### src/rtl/addsub_seq_ctrl.sv
// Nibble-serial multi-precision add/subtract sequencer driving one 4-bit slice LSB-first.
// Optional signed-overflow output enabled by defining ADDSUB_OVF_EN; otherwise ovf is tied low.
module addsub_seq_ctrl #(
    parameter int NIB = 4
) (
    input  logic               clk,
    input  logic               rst,
    input  logic               start_valid,
    output logic               start_ready,
    input  logic [4*NIB-1:0]   op_a,
    input  logic [4*NIB-1:0]   op_b,
    input  logic               sub,
    output logic               res_valid,
    input  logic               res_ready,
    output logic [4*NIB-1:0]   result,
    output logic               cout,
    output logic               ovf
);
    localparam int W  = 4 * NIB;
    localparam int IW = (NIB > 1) ? $clog2(NIB) : 1;

    typedef enum logic [1:0] {IDLE, RUN, DONE} state_t;

    state_t          state, state_nx;
    logic [W-1:0]    a_q, b_q;
    logic            sub_q;
    logic            carry;
    logic [IW-1:0]   idx;
    logic [3:0]      a_nib, b_nib;
    logic [4:0]      sum;
    logic            last;
    logic            accept;

    assign start_ready = (state == IDLE);
    assign res_valid   = (state == DONE);
    assign accept      = start_valid && (state == IDLE);

    // Slice: B is inverted for subtract and the initial carry supplies the +1.
    always_comb begin
        a_nib = 4'(a_q >> {idx, 2'b00});
        b_nib = 4'(b_q >> {idx, 2'b00}) ^ {4{sub_q}};
        sum   = {1'b0, a_nib} + {1'b0, b_nib} + {4'b0000, carry};
        last  = (idx == IW'(NIB - 1));
    end

    always_ff @(posedge clk or posedge rst) begin
        if (rst) state <= IDLE;
        else     state <= state_nx;
    end

    always_comb begin
        state_nx = state;
        case (state)
            IDLE:    if (start_valid) state_nx = RUN;
            RUN:     if (last)        state_nx = DONE;
            DONE:    if (res_ready)   state_nx = IDLE;
            default: state_nx = IDLE;
        endcase
    end

    always_ff @(posedge clk or posedge rst) begin
        if (rst) begin
            a_q    <= '0;
            b_q    <= '0;
            sub_q  <= 1'b0;
            carry  <= 1'b0;
            idx    <= '0;
            result <= '0;
            cout   <= 1'b0;
        end else if (accept) begin
            a_q    <= op_a;
            b_q    <= op_b;
            sub_q  <= sub;
            carry  <= sub;
            idx    <= '0;
            result <= '0;
            cout   <= 1'b0;
        end else if (state == RUN) begin
            result[{idx, 2'b00} +: 4] <= sum[3:0];
            carry <= sum[4];
            if (last) cout <= sum[4] ^ sub_q;
            else      idx  <= idx + 1'b1;
        end
    end

`ifdef ADDSUB_OVF_EN
    logic msb_cin;

    // Carry into bit W-1 is recovered from the top nibble's bit 3 sum.
    assign msb_cin = a_nib[3] ^ b_nib[3] ^ sum[3];

    always_ff @(posedge clk or posedge rst) begin
        if (rst)                        ovf <= 1'b0;
        else if (accept)                ovf <= 1'b0;
        else if (state == RUN && last)  ovf <= msb_cin ^ sum[4];
    end
`else
    assign ovf = 1'b0;
`endif

endmodule

### config.mk
export PLATFORM = sky130hd
export DESIGN_NAME = addsub_seq_ctrl
export DESIGN_NICKNAME = d
export VERILOG_FILES = /design/src/rtl/addsub_seq_ctrl.sv
export SDC_FILE = /design/constraint.sdc
export NUM_CORES = 1
export LEC_CHECK = 0
export CORE_MARGIN = 2
export CORE_UTILIZATION = 39
export CTS_CLUSTER_DIAMETER = 50
export DETAILED_ROUTE_END_ITERATION = 10
export DONT_BUFFER_PORTS = 1
export GPL_ROUTABILITY_DRIVEN = 1
export PLACE_DENSITY_LB_ADDON = 0.15
export SYNTH_ARGS = -nofsm -noshare
export SYNTH_HDL_FRONTEND = slang
export SYNTH_SLANG_ARGS = --single-unit
### constraint.sdc
create_clock -name clk -period 7.9 [get_ports clk]
set_input_delay 0.79 -clock clk [delete_from_list [all_inputs] [get_ports clk]]
set_output_delay 0.79 -clock clk [all_outputs]
set_load 0.02 [all_outputs]
* Word level (Yosys, flattened, before mapping)
Cells that the tools add are included.
Storage, ports and cells: memories kept 0, latch bits 0, RAM bits 0, bits in read-only memories 0, input bits 37, bits in registers 55
Cells by class: multipliers 0, add/subtract/negate cells 4, reductions and logical operators 7, order comparisons 0, shift operators 4, eq/ne operators 7, multiplexer cells 15, divide/modulo/power cells 0, bitwise gates (word level) 2
Operators by type and width (number):
- $mux W16 | 2
- $shr A16 B4 Y4 | 2
- $bwmux W16 | 1
- $shift A4 B6 Y16 const A | 1
- $shiftx A4 B6 Y16 | 1
- $mux W2 | 6
- $neg A4 Y6 | 1
- $pmux W2 S3 | 1
- $add A4 B4 Y5 | 1
- $add A5 B1 Y5 | 1
- $mux W1 | 5
- $eq A2 B2 Y1 const B | 2
- $ne A2 B1 Y1 const B | 2
- $ne A2 B2 Y1 const B | 2
- $reduce_and A2 Y1 | 2
- $reduce_bool A2 Y1 | 2
- $xor A4 B4 Y4 | 1
- $reduce_and A3 Y1 | 1
- $add A2 B1 Y2 const B | 1
- $eq A2 B1 Y1 const B | 1
- $logic_not A2 Y1 | 1
- $logic_and A1 B1 Y1 | 1
- $xor A1 B1 Y1 | 1

* Logic depth before layout (Yosys ltp)
depth after elaboration 8, depth in mapped cells 10

* Worst setup path before layout
OpenSTA, ideal clock, no wires.
kind register to register, start register idx[0], end register carry, path buffers 1, cell stages (with the launch flop) 11, path slack 5376 ps, library setup time 124 ps, arrival time 2400 ps, period minus slack after synthesis 2524 ps, required time 7776 ps, cells stage by stage dfrtp_1 -> buf_6 -> mux4_1 -> inv_1 -> fa_1 -> inv_1 -> fa_1 -> a21o_1 -> a21oi_1 -> and2_1 -> o31ai_1
Between the ends: longest elaborated chain between the ends 6, elaborated cells on any way between the ends 7, classes of those cells 2 x add/sub; 2 x shift; 2 x mux; 1 x bitwise
RTL lines:
- start: declaration | RTL line 28 | logic [IW-1:0] idx;
- start signal: assignment | RTL line 82 | else idx <= idx + 1'b1;
- $shr A16 B4 Y4 | RTL line 41 | b_nib = 4'(b_q >> {idx, 2'b00}) ^ {4{sub_q}};
- $xor A4 B4 Y4 | RTL line 41
- $add A4 B4 Y5 (*) | RTL line 42 | sum = {1'b0, a_nib} + {1'b0, b_nib} + {4'b0000, carry};
- $add A5 B1 Y5 (*) | RTL line 42
- $mux W1 (*) | RTL line 78 | end else if (state == RUN) begin
- $mux W1 (*) | RTL line 70 | end else if (accept) begin
- end signal: assignment | RTL line 74 | carry <= sub;
- end signal: assignment | RTL line 80 | carry <= sum[4];
- end: declaration | RTL line 27 | logic carry;
Mark *: on every way between the ends. The rest lies on a longest branch, timed or not. The select of a mux whose other input is x is not followed. A chain may end at the register's enable or synchronous reset.

* Worst setup path in the final report
start register idx[0], end register cout
Between the ends: longest elaborated chain between the ends 8, elaborated cells on any way between the ends 12, classes of those cells 2 x add/sub; 1 x eq/ne; 2 x shift; 3 x mux; 2 x bitwise; 2 x reduce/logical
RTL lines:
- $shr A16 B4 Y4 | RTL line 41
- $xor A4 B4 Y4 | RTL line 41
- $add A4 B4 Y5 | RTL line 42
- $add A5 B1 Y5 | RTL line 42
- $xor A1 B1 Y1 | RTL line 81 | if (last) cout <= sum[4] ^ sub_q;
- $mux W1 | RTL line 81
- $mux W1 | RTL line 78
- $mux W1 | RTL line 70
- end signal: assignment | RTL line 81
- end: declaration | RTL line 16 | output logic cout,
Parallel ways exist; a longest one is shown, timed or not. The select of a mux whose other input is x is not followed.

==> results.toml <==
[synthesis]
ys.flop_type = "dfrtp_1"
synth_seq_cells = 55
synth_top_area_share_pct = 51.1
syn_area_mm2 = 0.00270
synthArstFlopShare_pct = 100
synth_nets = 234
yosys_warnings = 0
synth_fa_ha_area_share_pct = 4.74
synthSimpleGateAreaFrac_pct = 7.06
synth_xor_area_share_pct = 2.27
synth_edf_count = 0
syn_area_per_cell_um2 = 14.3
synth_area_leaders = "dfrtp_1 51%, mux2_1 12%, a22o_1 6.2%"
synthMuxAreaShare_pct = 21.3
synth_compound_area_share_pct = 9.29
synth_top_family_by_area = "multiplexers"
yosysSeqAreaShare_pct = 51.1
yosysTopAreaCell = "dfrtp_1"
synthDistinctLibCells = 36
synthCells = 188

[sta]
timing.final.max_slew_violations = 0
final_hold_viol_count = 0
finalSetupTns_ns = 0
fin_crit_sh_pct = 40.3
tightest_slew_ns = 1.11
setup-violations-final = 0
rsz0062_at_grt = "no"
max_freq_mhz = 314
relSlewSlack_pct = 26.0
min_period_ns = 3.18
skew_ns = 0.00320

[cts]
post_cts_resized = 0
clk_pin_slew_ns = 0.09
numCtsBuffers = 5
htreeDepth = 2
cts_sinks = 55
clkLatencyLatePin_ns = 0.30
ctsHoldBuffers = 0
cts_tree = "yes"
cts_setup_buffers = 0
clockRootBuffer = "clkbuf_8"
cts_buffer_depth = 2

[floorplanning]
die_height_um = 87.1
core_area_mm2 = 0.00676
io_pins = 57
rows = 30
die_x_um = 87.1
die_area_mm2 = 0.00759
initial_core_util_pct = 39.9

[place]
place_hpwl_mm = 3.69
place.gp.congestion = 0.779
port-buffer-count = 0

[layout]
nNetsFinal = 233
final_cell_mix = "55 x dfrtp_1, 28 x mux2_1, 19 x a22o_1"
final_common_cell = "dfrtp_1"
antennaDiodeCount = 0
drive_gt1_share_pct = 13.8
multi_input_area_mm2 = 0.00121
regArea_mm2 = 0.00138
n_fill_cell = 648
syn2layout_area_growth_pct = 4.50

[global_routing]
met3_usage_pct = 4.93
grt_pass1_vias = 1604
use_met1_pct = 16.2
antenna_found_initial = 0
grt_pass1_wl_mm = 7.93
grt_max_degree = 56
overflow = 0
grt_busiest_layer = "met2"
met2_usage_pct = 23.5
grtUsageTotal_pct = 13.9

[job]
cap_violations = 0

[drt]
vias = 1490
drc_errors = 0
drt-initial-drc-count = 38
vias_per_cell = 5.56
ant_nets = 0
wire_per_inst_um = 18.5
drtPass1Iterations = 4
drt_wl_total_mm = 4.96

[critical_path]
critPathCaptureType = "flop"
worstPathRequired_ns = 8.08
worstSetupPathType = "reg2reg"
path_max_fanout = 15
start_kind = "flop"
worst_ep_arrival_time_ns = 3.37

[status]
outcome = "finished clean"

[worst_hold_path]
hold_path.class = "reg2reg"
## final cells by class
type | count | share of cell area (%)
sequential | 55 | 48.9
multi-input combinational | 115 | 43.1
clock inverter | 2 | 0.444
tap | 80 | 3.55
timing repair buffer | 1 | 0.267
clock buffer | 6 | 2.58
inverter | 9 | 1.20
## critical path, cell delays in order (launching register included)
cell	delay (ns)
dfrtp_1	0.87
mux4_1	0.66
xnor2_1	0.19
fa_1	0.22
inv_1	0.06
fa_1	0.40
a21o_1	0.21
a21oi_1	0.22
xnor2_1	0.15
o21ai_0	0.09
## cells by family (layout without fill, tap and decap cells)
| group | count (synthesis) | after routing |
|---|---|---|
| flops | 55 | 55 |
| mux | 41 | 41 |
| compound gates | 32 | 32 |
| simple gates | 25 | 25 |
| buf+inv | 18 | 18 |
| fa+ha+maj | 9 | 9 |
| xor+xnor | 7 | 7 |
| other cells | 1 | 1 |
## final timing paths
kind                       startpoint         to  slack [ns]  cells after the start
min in group asynchronous         rst  result[7]        0.63                      1
min                            a_q[5]     a_q[5]        0.49                      1
max reg2reg                    idx[0]       cout        4.72                      9
max                            idx[0]       cout        4.72                      9
min reg2reg                    a_q[5]     a_q[5]        0.49                      1
max in group asynchronous         rst       cout        6.57                      1
## cell usage after synthesis, types with 2 or more instances
cell and instances:
buf_4 3, mux2_1 28, o21ai_0 3, nand2_1 7, a21o_1 4, mux4_1 6, xnor2_1 5, mux2_2 5
buf_2 2, buf_6 4, xor2_1 2, mux4_2 2, dfrtp_1 55, nor2_1 5, inv_1 7, a21oi_1 3
a22o_1 19, ha_1 7, nand2b_1 3, fa_1 2
## per-stage QoR
stage | hold slack (ns) | setup WS (ns) | area (µm²) | std cells | util, %
after floorplan | 0.449 | 5.38 | 2700 | 188 | -
after global placement | 0.460 | 4.81 | 2730 | 260 | 40.4
after detailed placement | 0.469 | 4.73 | 2730 | 260 | 40.4
after CTS | 0.491 | 4.72 | 2820 | 268 | 41.7
after global routing | 0.519 | 4.51 | 2820 | 268 | 41.7
final | 0.486 | 4.72 | 2820 | 268 | 41.7
## state kept, by name (all words and copies together) (netlist names)
| register | cells |
|---|---|
| b_q | 16 |
| idx | 2 |
| carry | 1 |
| state | 2 |
| result | 16 |
| cout | 1 |
| sub_q | 1 |
| a_q | 16 |
## layer usage
layer,vias to the layer above,wire length (µm)
met3,2,348
met5,-,0
met4,0,44
met1,755,2080
li1,684,-
met2,49,2480
Power is not shown: default switching activity piles up to over one toggle a cycle in this logic, so the estimate is an artifact.
